$ cat src/rtl/time_uart_tx_pkg.sv
// Shared constants, FSM state type and helpers for the time-of-day UART line transmitter.
// Imported by the serializer and the top level.
package time_uart_pkg;

   localparam logic [7:0] COLON  = 8'h3A;
   localparam logic [7:0] SPACE  = 8'h20;
   localparam logic [7:0] CHAR_A = 8'h41;
   localparam logic [7:0] CHAR_P = 8'h50;
   localparam logic [7:0] CHAR_M = 8'h4D;
   localparam logic [7:0] CR     = 8'h0D;
   localparam logic [7:0] LF     = 8'h0A;
   localparam logic [7:0] QMARK  = 8'h3F;
   localparam logic [7:0] ZERO   = 8'h30;

   localparam int         LINE_CHARS = 13;
   localparam logic [3:0] LAST_IDX   = 4'(LINE_CHARS - 1);

   typedef enum logic [1:0] {
      IDLE  = 2'd0,
      START = 2'd1,
      DATA  = 2'd2,
      STOP  = 2'd3
   } tx_state_e;

   typedef struct packed {
      logic [7:0] hh;
      logic [7:0] mm;
      logic [7:0] ss;
      logic       pm;
   } time_snap_t;

   // Non-decimal nibbles are shown as '?' so a corrupt clock value is visible on the terminal.
   function automatic logic [7:0] bcd_to_ascii(input logic [3:0] nib);
      logic [7:0] w_res;
      if (nib <= 4'd9) begin
         w_res = ZERO + {4'd0, nib};
      end else begin
         w_res = QMARK;
      end
      return w_res;
   endfunction

endpackage

$ cat src/rtl/time_uart_tx_if.sv
// Bundle of the clock-time inputs and serial/status outputs of time_uart_tx.
// master = the clock side and observer, slave = the transmitter.
interface time_uart_tx_if;
   logic       ena;
   logic       req;
   logic [7:0] hh;
   logic [7:0] mm;
   logic [7:0] ss;
   logic       pm;
   logic       tx;
   logic       busy;
   logic       overrun;

   modport master (
      output ena, req, hh, mm, ss, pm,
      input  tx, busy, overrun
   );

   modport slave (
      input  ena, req, hh, mm, ss, pm,
      output tx, busy, overrun
   );
endinterface

$ cat src/rtl/time_uart_tx_byte.sv
// 8N1 byte serializer. ready is high when a byte can be accepted this cycle, including the
// last cycle of a stop bit, so a following start bit goes out with no idle gap.
module uart_tx_byte
   import time_uart_pkg::*;
#(
   parameter int CLKS_PER_BIT = 16
) (
   input  logic       clk,
   input  logic       reset,
   input  logic       start,
   input  logic [7:0] data,
   output logic       tx,
   output logic       ready
);

   localparam logic [15:0] LAST_CNT = 16'(CLKS_PER_BIT - 1);

   tx_state_e   r_state;
   tx_state_e   w_state_nxt;
   logic [15:0] r_clk_cnt;
   logic [15:0] w_clk_cnt_nxt;
   logic [2:0]  r_bit_cnt;
   logic [2:0]  w_bit_cnt_nxt;
   logic [7:0]  r_shift;
   logic [7:0]  w_shift_nxt;
   logic        r_tx;
   logic        w_tx_nxt;
   logic        w_bit_end;

   assign w_bit_end = (r_clk_cnt == LAST_CNT);
   assign ready     = (r_state == IDLE) || ((r_state == STOP) && w_bit_end);
   assign tx        = r_tx;

   always_ff @(posedge clk) begin
      if (reset) begin
         r_state   <= IDLE;
         r_clk_cnt <= 16'd0;
         r_bit_cnt <= 3'd0;
         r_shift   <= 8'd0;
         r_tx      <= 1'b1;
      end else begin
         r_state   <= w_state_nxt;
         r_clk_cnt <= w_clk_cnt_nxt;
         r_bit_cnt <= w_bit_cnt_nxt;
         r_shift   <= w_shift_nxt;
         r_tx      <= w_tx_nxt;
      end
   end

   // tx is computed one cycle ahead so the line pin comes straight from a flop.
   always_comb begin
      w_state_nxt   = r_state;
      w_clk_cnt_nxt = w_bit_end ? 16'd0 : (r_clk_cnt + 16'd1);
      w_bit_cnt_nxt = r_bit_cnt;
      w_shift_nxt   = r_shift;
      w_tx_nxt      = r_tx;
      case (r_state)
         IDLE: begin
            w_clk_cnt_nxt = 16'd0;
            if (start) begin
               w_state_nxt = START;
               w_shift_nxt = data;
               w_tx_nxt    = 1'b0;
            end else begin
               w_tx_nxt    = 1'b1;
            end
         end
         START: begin
            if (w_bit_end) begin
               w_state_nxt   = DATA;
               w_bit_cnt_nxt = 3'd0;
               w_tx_nxt      = r_shift[0];
            end else begin
               w_tx_nxt      = 1'b0;
            end
         end
         DATA: begin
            if (w_bit_end) begin
               if (r_bit_cnt == 3'd7) begin
                  w_state_nxt   = STOP;
                  w_tx_nxt      = 1'b1;
               end else begin
                  w_bit_cnt_nxt = r_bit_cnt + 3'd1;
                  w_shift_nxt   = {1'b0, r_shift[7:1]};
                  w_tx_nxt      = r_shift[1];
               end
            end else begin
               w_tx_nxt = r_shift[0];
            end
         end
         STOP: begin
            if (w_bit_end) begin
               if (start) begin
                  w_state_nxt = START;
                  w_shift_nxt = data;
                  w_tx_nxt    = 1'b0;
               end else begin
                  w_state_nxt = IDLE;
                  w_tx_nxt    = 1'b1;
               end
            end else begin
               w_tx_nxt = 1'b1;
            end
         end
         default: begin
            w_state_nxt   = IDLE;
            w_clk_cnt_nxt = 16'd0;
            w_tx_nxt      = 1'b1;
         end
      endcase
   end

endmodule

$ cat src/rtl/time_uart_tx.sv
// Sends the current BCD time as "HH:MM:SS AM\r\n" over UART on each seconds change or request.
// Holds the snapshot, character index, character mux and trigger/overrun logic.
module time_uart_tx
   import time_uart_pkg::*;
#(
   parameter int CLKS_PER_BIT = 16
) (
   input logic           clk,
   input logic           reset,
   time_uart_tx_if.slave bus
);

   logic [7:0] r_ss_q;
   time_snap_t r_snap;
   logic [3:0] r_idx;
   logic       r_busy;
   logic       r_overrun;

   time_snap_t w_live;
   time_snap_t w_src;
   logic [3:0] w_char_idx;
   logic [7:0] w_char;
   logic       w_trigger;
   logic       w_launch;
   logic       w_advance;
   logic       w_start;
   logic       w_ready;
   logic       w_tx;

   assign w_live    = '{hh: bus.hh, mm: bus.mm, ss: bus.ss, pm: bus.pm};
   assign w_trigger = (bus.ena && (bus.ss != r_ss_q)) || bus.req;
   assign w_launch  = w_trigger && !r_busy;
   assign w_advance = r_busy && w_ready && (r_idx < LAST_IDX);
   assign w_start   = w_launch || w_advance;

   // Character 0 is launched from the live inputs, since the snapshot loads on that same edge.
   always_comb begin
      w_src      = r_snap;
      w_char_idx = r_idx + 4'd1;
      w_char     = SPACE;
      if (r_busy) begin
         w_src      = r_snap;
         w_char_idx = r_idx + 4'd1;
      end else begin
         w_src      = w_live;
         w_char_idx = 4'd0;
      end
      case (w_char_idx)
         4'd0:    w_char = bcd_to_ascii(w_src.hh[7:4]);
         4'd1:    w_char = bcd_to_ascii(w_src.hh[3:0]);
         4'd2:    w_char = COLON;
         4'd3:    w_char = bcd_to_ascii(w_src.mm[7:4]);
         4'd4:    w_char = bcd_to_ascii(w_src.mm[3:0]);
         4'd5:    w_char = COLON;
         4'd6:    w_char = bcd_to_ascii(w_src.ss[7:4]);
         4'd7:    w_char = bcd_to_ascii(w_src.ss[3:0]);
         4'd8:    w_char = SPACE;
         4'd9:    w_char = w_src.pm ? CHAR_P : CHAR_A;
         4'd10:   w_char = CHAR_M;
         4'd11:   w_char = CR;
         4'd12:   w_char = LF;
         default: w_char = SPACE;
      endcase
   end

   // ss_q tracks ss even in reset, so a value already present at release does not send.
   always_ff @(posedge clk) begin
      r_ss_q <= bus.ss;
      if (reset) begin
         r_snap    <= time_snap_t'(25'd0);
         r_idx     <= 4'd0;
         r_busy    <= 1'b0;
         r_overrun <= 1'b0;
      end else begin
         r_overrun <= w_trigger && r_busy;
         if (w_launch) begin
            r_snap <= w_live;
            r_idx  <= 4'd0;
            r_busy <= 1'b1;
         end else if (w_advance) begin
            r_idx  <= r_idx + 4'd1;
         end else if (r_busy && w_ready) begin
            r_idx  <= 4'd0;
            r_busy <= 1'b0;
         end else begin
            r_idx  <= r_idx;
            r_busy <= r_busy;
         end
      end
   end

   uart_tx_byte #(
      .CLKS_PER_BIT(CLKS_PER_BIT)
   ) u_byte (
      .clk  (clk),
      .reset(reset),
      .start(w_start),
      .data (w_char),
      .tx   (w_tx),
      .ready(w_ready)
   );

   assign bus.tx      = w_tx;
   assign bus.busy    = r_busy;
   assign bus.overrun = r_overrun;

endmodule

$ cat src/flat_wrapper.sv
// flat-port wrapper written by rule: the top's interface ports become plain ports
module time_uart_tx_flat import time_uart_pkg::*;
#(
   parameter int CLKS_PER_BIT = 16
)
  (clk, reset, bus_ena, bus_req, bus_hh, bus_mm, bus_ss, bus_pm, bus_tx, bus_busy, bus_overrun);
  time_uart_tx_if bus_i ();
  input logic clk;
  input logic reset;
  input wire logic [$bits(bus_i.ena)-1:0] bus_ena;
  input wire logic [$bits(bus_i.req)-1:0] bus_req;
  input wire logic [$bits(bus_i.hh)-1:0] bus_hh;
  input wire logic [$bits(bus_i.mm)-1:0] bus_mm;
  input wire logic [$bits(bus_i.ss)-1:0] bus_ss;
  input wire logic [$bits(bus_i.pm)-1:0] bus_pm;
  output wire logic [$bits(bus_i.tx)-1:0] bus_tx;
  output wire logic [$bits(bus_i.busy)-1:0] bus_busy;
  output wire logic [$bits(bus_i.overrun)-1:0] bus_overrun;
  assign bus_i.ena = bus_ena;
  assign bus_i.req = bus_req;
  assign bus_i.hh = bus_hh;
  assign bus_i.mm = bus_mm;
  assign bus_i.ss = bus_ss;
  assign bus_i.pm = bus_pm;
  assign bus_tx = bus_i.tx;
  assign bus_busy = bus_i.busy;
  assign bus_overrun = bus_i.overrun;
  time_uart_tx #(.CLKS_PER_BIT(CLKS_PER_BIT)) u_core (.clk(clk), .reset(reset), .bus(bus_i));
endmodule
$ cat config.mk
export PLATFORM = sky130hd
export DESIGN_NAME = time_uart_tx_flat
export DESIGN_NICKNAME = d
export VERILOG_FILES = /design/src/rtl/time_uart_tx_pkg.sv /design/src/rtl/time_uart_tx_if.sv /design/src/rtl/time_uart_tx_byte.sv /design/src/rtl/time_uart_tx.sv /design/src/flat_wrapper.sv
export SDC_FILE = /design/constraint.sdc
export NUM_CORES = 1
export LEC_CHECK = 0
export ABC_AREA = 1
export CAP_MARGIN = 10
export CORE_ASPECT_RATIO = 0.8
export CORE_MARGIN = 5
export CORE_UTILIZATION = 45
export DETAILED_ROUTE_END_ITERATION = 16
export HOLD_SLACK_MARGIN = 0.15
export PLACE_DENSITY = 0.65
export SLEW_MARGIN = 10
export SYNTH_ARGS = -nofsm -noshare
export SYNTH_HDL_FRONTEND = slang
export SYNTH_HIERARCHICAL = 1
export SYNTH_SLANG_ARGS = --single-unit
$ cat constraint.sdc
create_clock -name clk -period 2.5 [get_ports clk]
set_clock_uncertainty 0.1 [all_clocks]
set_input_delay 0.5 -clock clk [delete_from_list [all_inputs] [get_ports clk]]
set_output_delay 0.5 -clock clk [all_outputs]
set_load 0.01 [all_outputs]
==> flow_summary.ini, run 1 <==
[status]
status = completed

[drt]
routed_via_density = 5.06
first_pass_iters = 4
wl_per_cell_um = 12.6
vias = 3925
drt_wl_total_mm = 9.81
drt_iter0_drc = 229
drc = 0
postRouteAntennaNets = 0

[clock_tree]
clockBufferDepth = 2
tritoncts = done
cts.htree.levels = 3
cts_buffers = 9
cts.sinks = 69
cts_root_buffer = clkbuf_16
cts.clk_slew.worst_paths_ns = 0.05
worstSkewPairLatency_ns = 0.33

[setup_path]
rr_endpoint = u_core/u_byte/r_shift[3]
crit_top_cell = nand2_1
critPathKind = reg -> reg
worstPathRequired_ns = 2.62
crit_path_max_fanout = 5
cp_slowest_cell = dfxtp_1
start_kind = flip-flop
arrival_ns = 2.39
end_kind = flip-flop
critPathLaunch = u_core/u_byte/r_clk_cnt[0]
crit_chain = ha_1 -> nand3_2 -> nor2_4 -> nand3_1 -> nand2_1 -> nand2_2 -> nor2_2 -> inv_2 -> nand2_1 -> inv_1 -> o22ai_4 -> buf_4 -> nand4_1 -> nand2_1 -> nor2_1
ff2ff_path_depth = 15
worst-r2r-setup-slack_ns = 0.23
path_delay_family = simple AND/OR/NAND/NOR gates
rr_startpoint = u_core/u_byte/r_clk_cnt[0]
critPathMaxStageDelay_ns = 0.35
path_buf_inv = 3

[worst_hold_path]
hold_depth = 1
holdPathEnd = u_core/u_byte/r_clk_cnt[0]
hold_class = reg -> reg
worstHoldStart = u_core/u_byte/r_clk_cnt[0]

[place]
portBuffers = 31
place.gp.congestion = 0.936
dp_hpwl_mm = 7.18
dp.cells = 757
place_ws_ns = -0.0502

[grt]
grtUsageTotal_pct = 18.0
grt_pass1_vias = 3692
grt_pass1_wl_mm = 16.9
grt_max_degree = 51
globalRouteOverflowTotal = 0
antenna_found_initial = 0

[job]
maxCapViolations = 0

[logic_synthesis]
synth_top_area_cell = dfxtp_1
synth_top_area_share_pct = 33.2
dominantRegCellSynth = dfxtp_1
yosys_warnings = 6
synth_edf_count = 0
synth_nets = 646
synthTopCellsByCount = 173 x nand2_1, 77 x nor2_1, 69 x dfxtp_1
ys_top_cells_by_area = dfxtp_1 33%, nand2_1 16%, nor2_1 6.9%, nand4_1 5.9%, nand3_1 5.7%
synth_area_um2 = 4160
yosysMostFrequentCell = nand2_1
syn_inst = 609
synth_seq_cells = 69
ys_async_sr_fraction_pct = 0
ys_types = 43
syn_avg_cell_area_um2 = 6.83
seq_area_frac_synth_pct = 33.2

[layout]
fillers = 868
nNetsFinal = 694
drive_gt1_share_pct = 13.8
multi_input_area_um2 = 2400
layout.cells.non_filler = 776
antenna_cells = 0
area_growth_pct = 19.6
seq_area_um2 = 1380

[die]
coreArea_um2 = 9040
pin_count = 32
rows = 31
die_h_um = 96.0
die-area_um2 = 11300
initial_core_util_pct = 46.0
die_x_um = 117

[pwr]
leakage_nw = 2.34
p_sw_mw = 1.18
p_sw_share_pct = 32.5
p_int_mw = 2.45
seqPwrFrac_pct = 36.1
pwr-share-clk_pct = 32.9
power.density_nw_per_um2 = 729
combPwrFrac_pct = 31.0
peakVddDrop_uv = 414

[timing]
post-route-period-util_pct = 90.9
period_needed_ns = 2.27
finalMaxSlewViolations = 0
timing.final.hold_violations = 0
max_freq_mhz = 440
layout_setup_ws_ns = 0.227
setup-violations-final = 0
metrics by stage:
step	hold WS, ns	total power, mW	area [um2]	setup TNS [ns]	utilization, %
floorplan	0.318	2.11	4160	0	-
global placement	0.329	2.37	4660	-0.0481	51.6
detailed placement	0.344	2.40	4660	-0.245	51.6
CTS	0.353	3.59	4940	0	54.7
global route	0.370	3.87	4980	-0.00365	55.1
finish	0.348	3.63	4980	0	55.1
state kept, by name (all words and copies together), names as in the netlist:
| signal | count |
|---|---|
| u_core/r_snap | 25 |
| u_core/u_byte/r_clk_cnt | 16 |
| u_core/r_ss_q | 8 |
| u_core/u_byte/r_shift | 8 |
| u_core/r_idx | 4 |
| u_core/u_byte/r_bit_cnt | 3 |
| u_core/u_byte/r_state | 2 |
| u_core/bus.busy | 1 |
| u_core/bus.overrun | 1 |
| u_core/u_byte/tx | 1 |
layout make-up:
class / instances / area share, %
multi-input cells: 458 / 48.3
repair buffers: 59 / 11.0
clock buffers: 14 / 5.51
well taps: 115 / 2.89
flip-flops and latches: 69 / 27.8
clock inverters: 1 / 0.101
inverters: 60 / 4.53
logic make-up after synthesis:
logic type                 Yosys count  synth area share [%]
and+or+nand+nor                    380                  42.8
buffers and inverters               82                  9.12
DFF                                 69                  33.2
AOI/OAI and AO/OA                   48                  7.40
xor gates and xnor gates            14                  3.31
adders and majority gates            8                  2.41
muxes                                7                  1.68
other                                1                0.0902
what timing repair did:
action	CTS	global route
setup buffers	0	4
endpoints found under the hold margin	0	0
resized for setup	0	1
hold buffers	0	0
endpoints found under the setup margin	0	8
metal layers:
layer	vias to the layer above	routed length, um	track usage, %
met1	1792	4990	23.9
met3	9	424	4.58
met4	0	97	5.25
li1	2058	-	-
met2	66	4300	29.2
met5	-	0	0
worst max path at each step:
| stage | endpoint | cells past startpoint |
|---|---|---|
| 2_1_floorplan | u_core/u_byte/r_shift[0] | 15 |
| 3_3_place_gp | u_core/u_byte/r_shift[0] | 14 |
| 3_5_place_dp | u_core/u_byte/r_shift[6] | 17 |
| 4_1_cts | u_core/u_byte/r_shift[6] | 15 |
| 5_1_grt | u_core/u_byte/r_shift[2] | 15 |
| 6_report | u_core/u_byte/r_shift[3] | 15 |
power groups by stage:
stage / sequential [mW] / clock [mW] / combinational (mW)
after floorplan: 1.31 / 0 / 0.806
after global placement: 1.33 / 0 / 1.04
after detailed placement: 1.33 / 0 / 1.06
after CTS: 1.31 / 1.22 / 1.07
after global routing: 1.32 / 1.26 / 1.29
final: 1.31 / 1.19 / 1.12
cells in the final DEF, fill, tap and decap left out, types with 5 or more instances in the layout:
cell type and instances:
nor2_2 5, inv_1 56, o21a_1 5, o21ai_0 7, ha_1 8, clkdlybuf4s50_1 31, or2_1 5, a21oi_1 16
dfxtp_1 69, buf_4 26, nand2_1 173, mux2i_1 7, o21ai_1 7, nor2_1 76, nand4_1 39, xnor2_1 9
or2_2 8, o21ai_2 8, clkbuf_16 9, nand3_1 47, nand2_2 6
worst reg2reg max path: stages, from the launching register on:
cell	delay (ns)
dfxtp_1	0.35
ha_1	0.22
nand3_2	0.14
nor2_4	0.16
nand3_1	0.08
nand2_1	0.08
nand2_2	0.09
nor2_2	0.18
inv_2	0.06
nand2_1	0.08
inv_1	0.07
o22ai_4	0.18
buf_4	0.17
nand4_1	0.09
nand2_1	0.08
nor2_1	0.04
(Power assumes the default switching activity.)
==> inputs of run 2 (changes only) <==
--- a/config.mk
+++ b/config.mk
@@ -11,6 +11,7 @@
 export CORE_MARGIN = 5
 export CORE_UTILIZATION = 45
 export DETAILED_ROUTE_END_ITERATION = 16
+export GPL_ROUTABILITY_DRIVEN = 0
 export HOLD_SLACK_MARGIN = 0.15
 export PLACE_DENSITY = 0.65
 export SLEW_MARGIN = 10
==> results of run 2 <==
The final DEF is identical to that of run 1; final timing and power are the same.
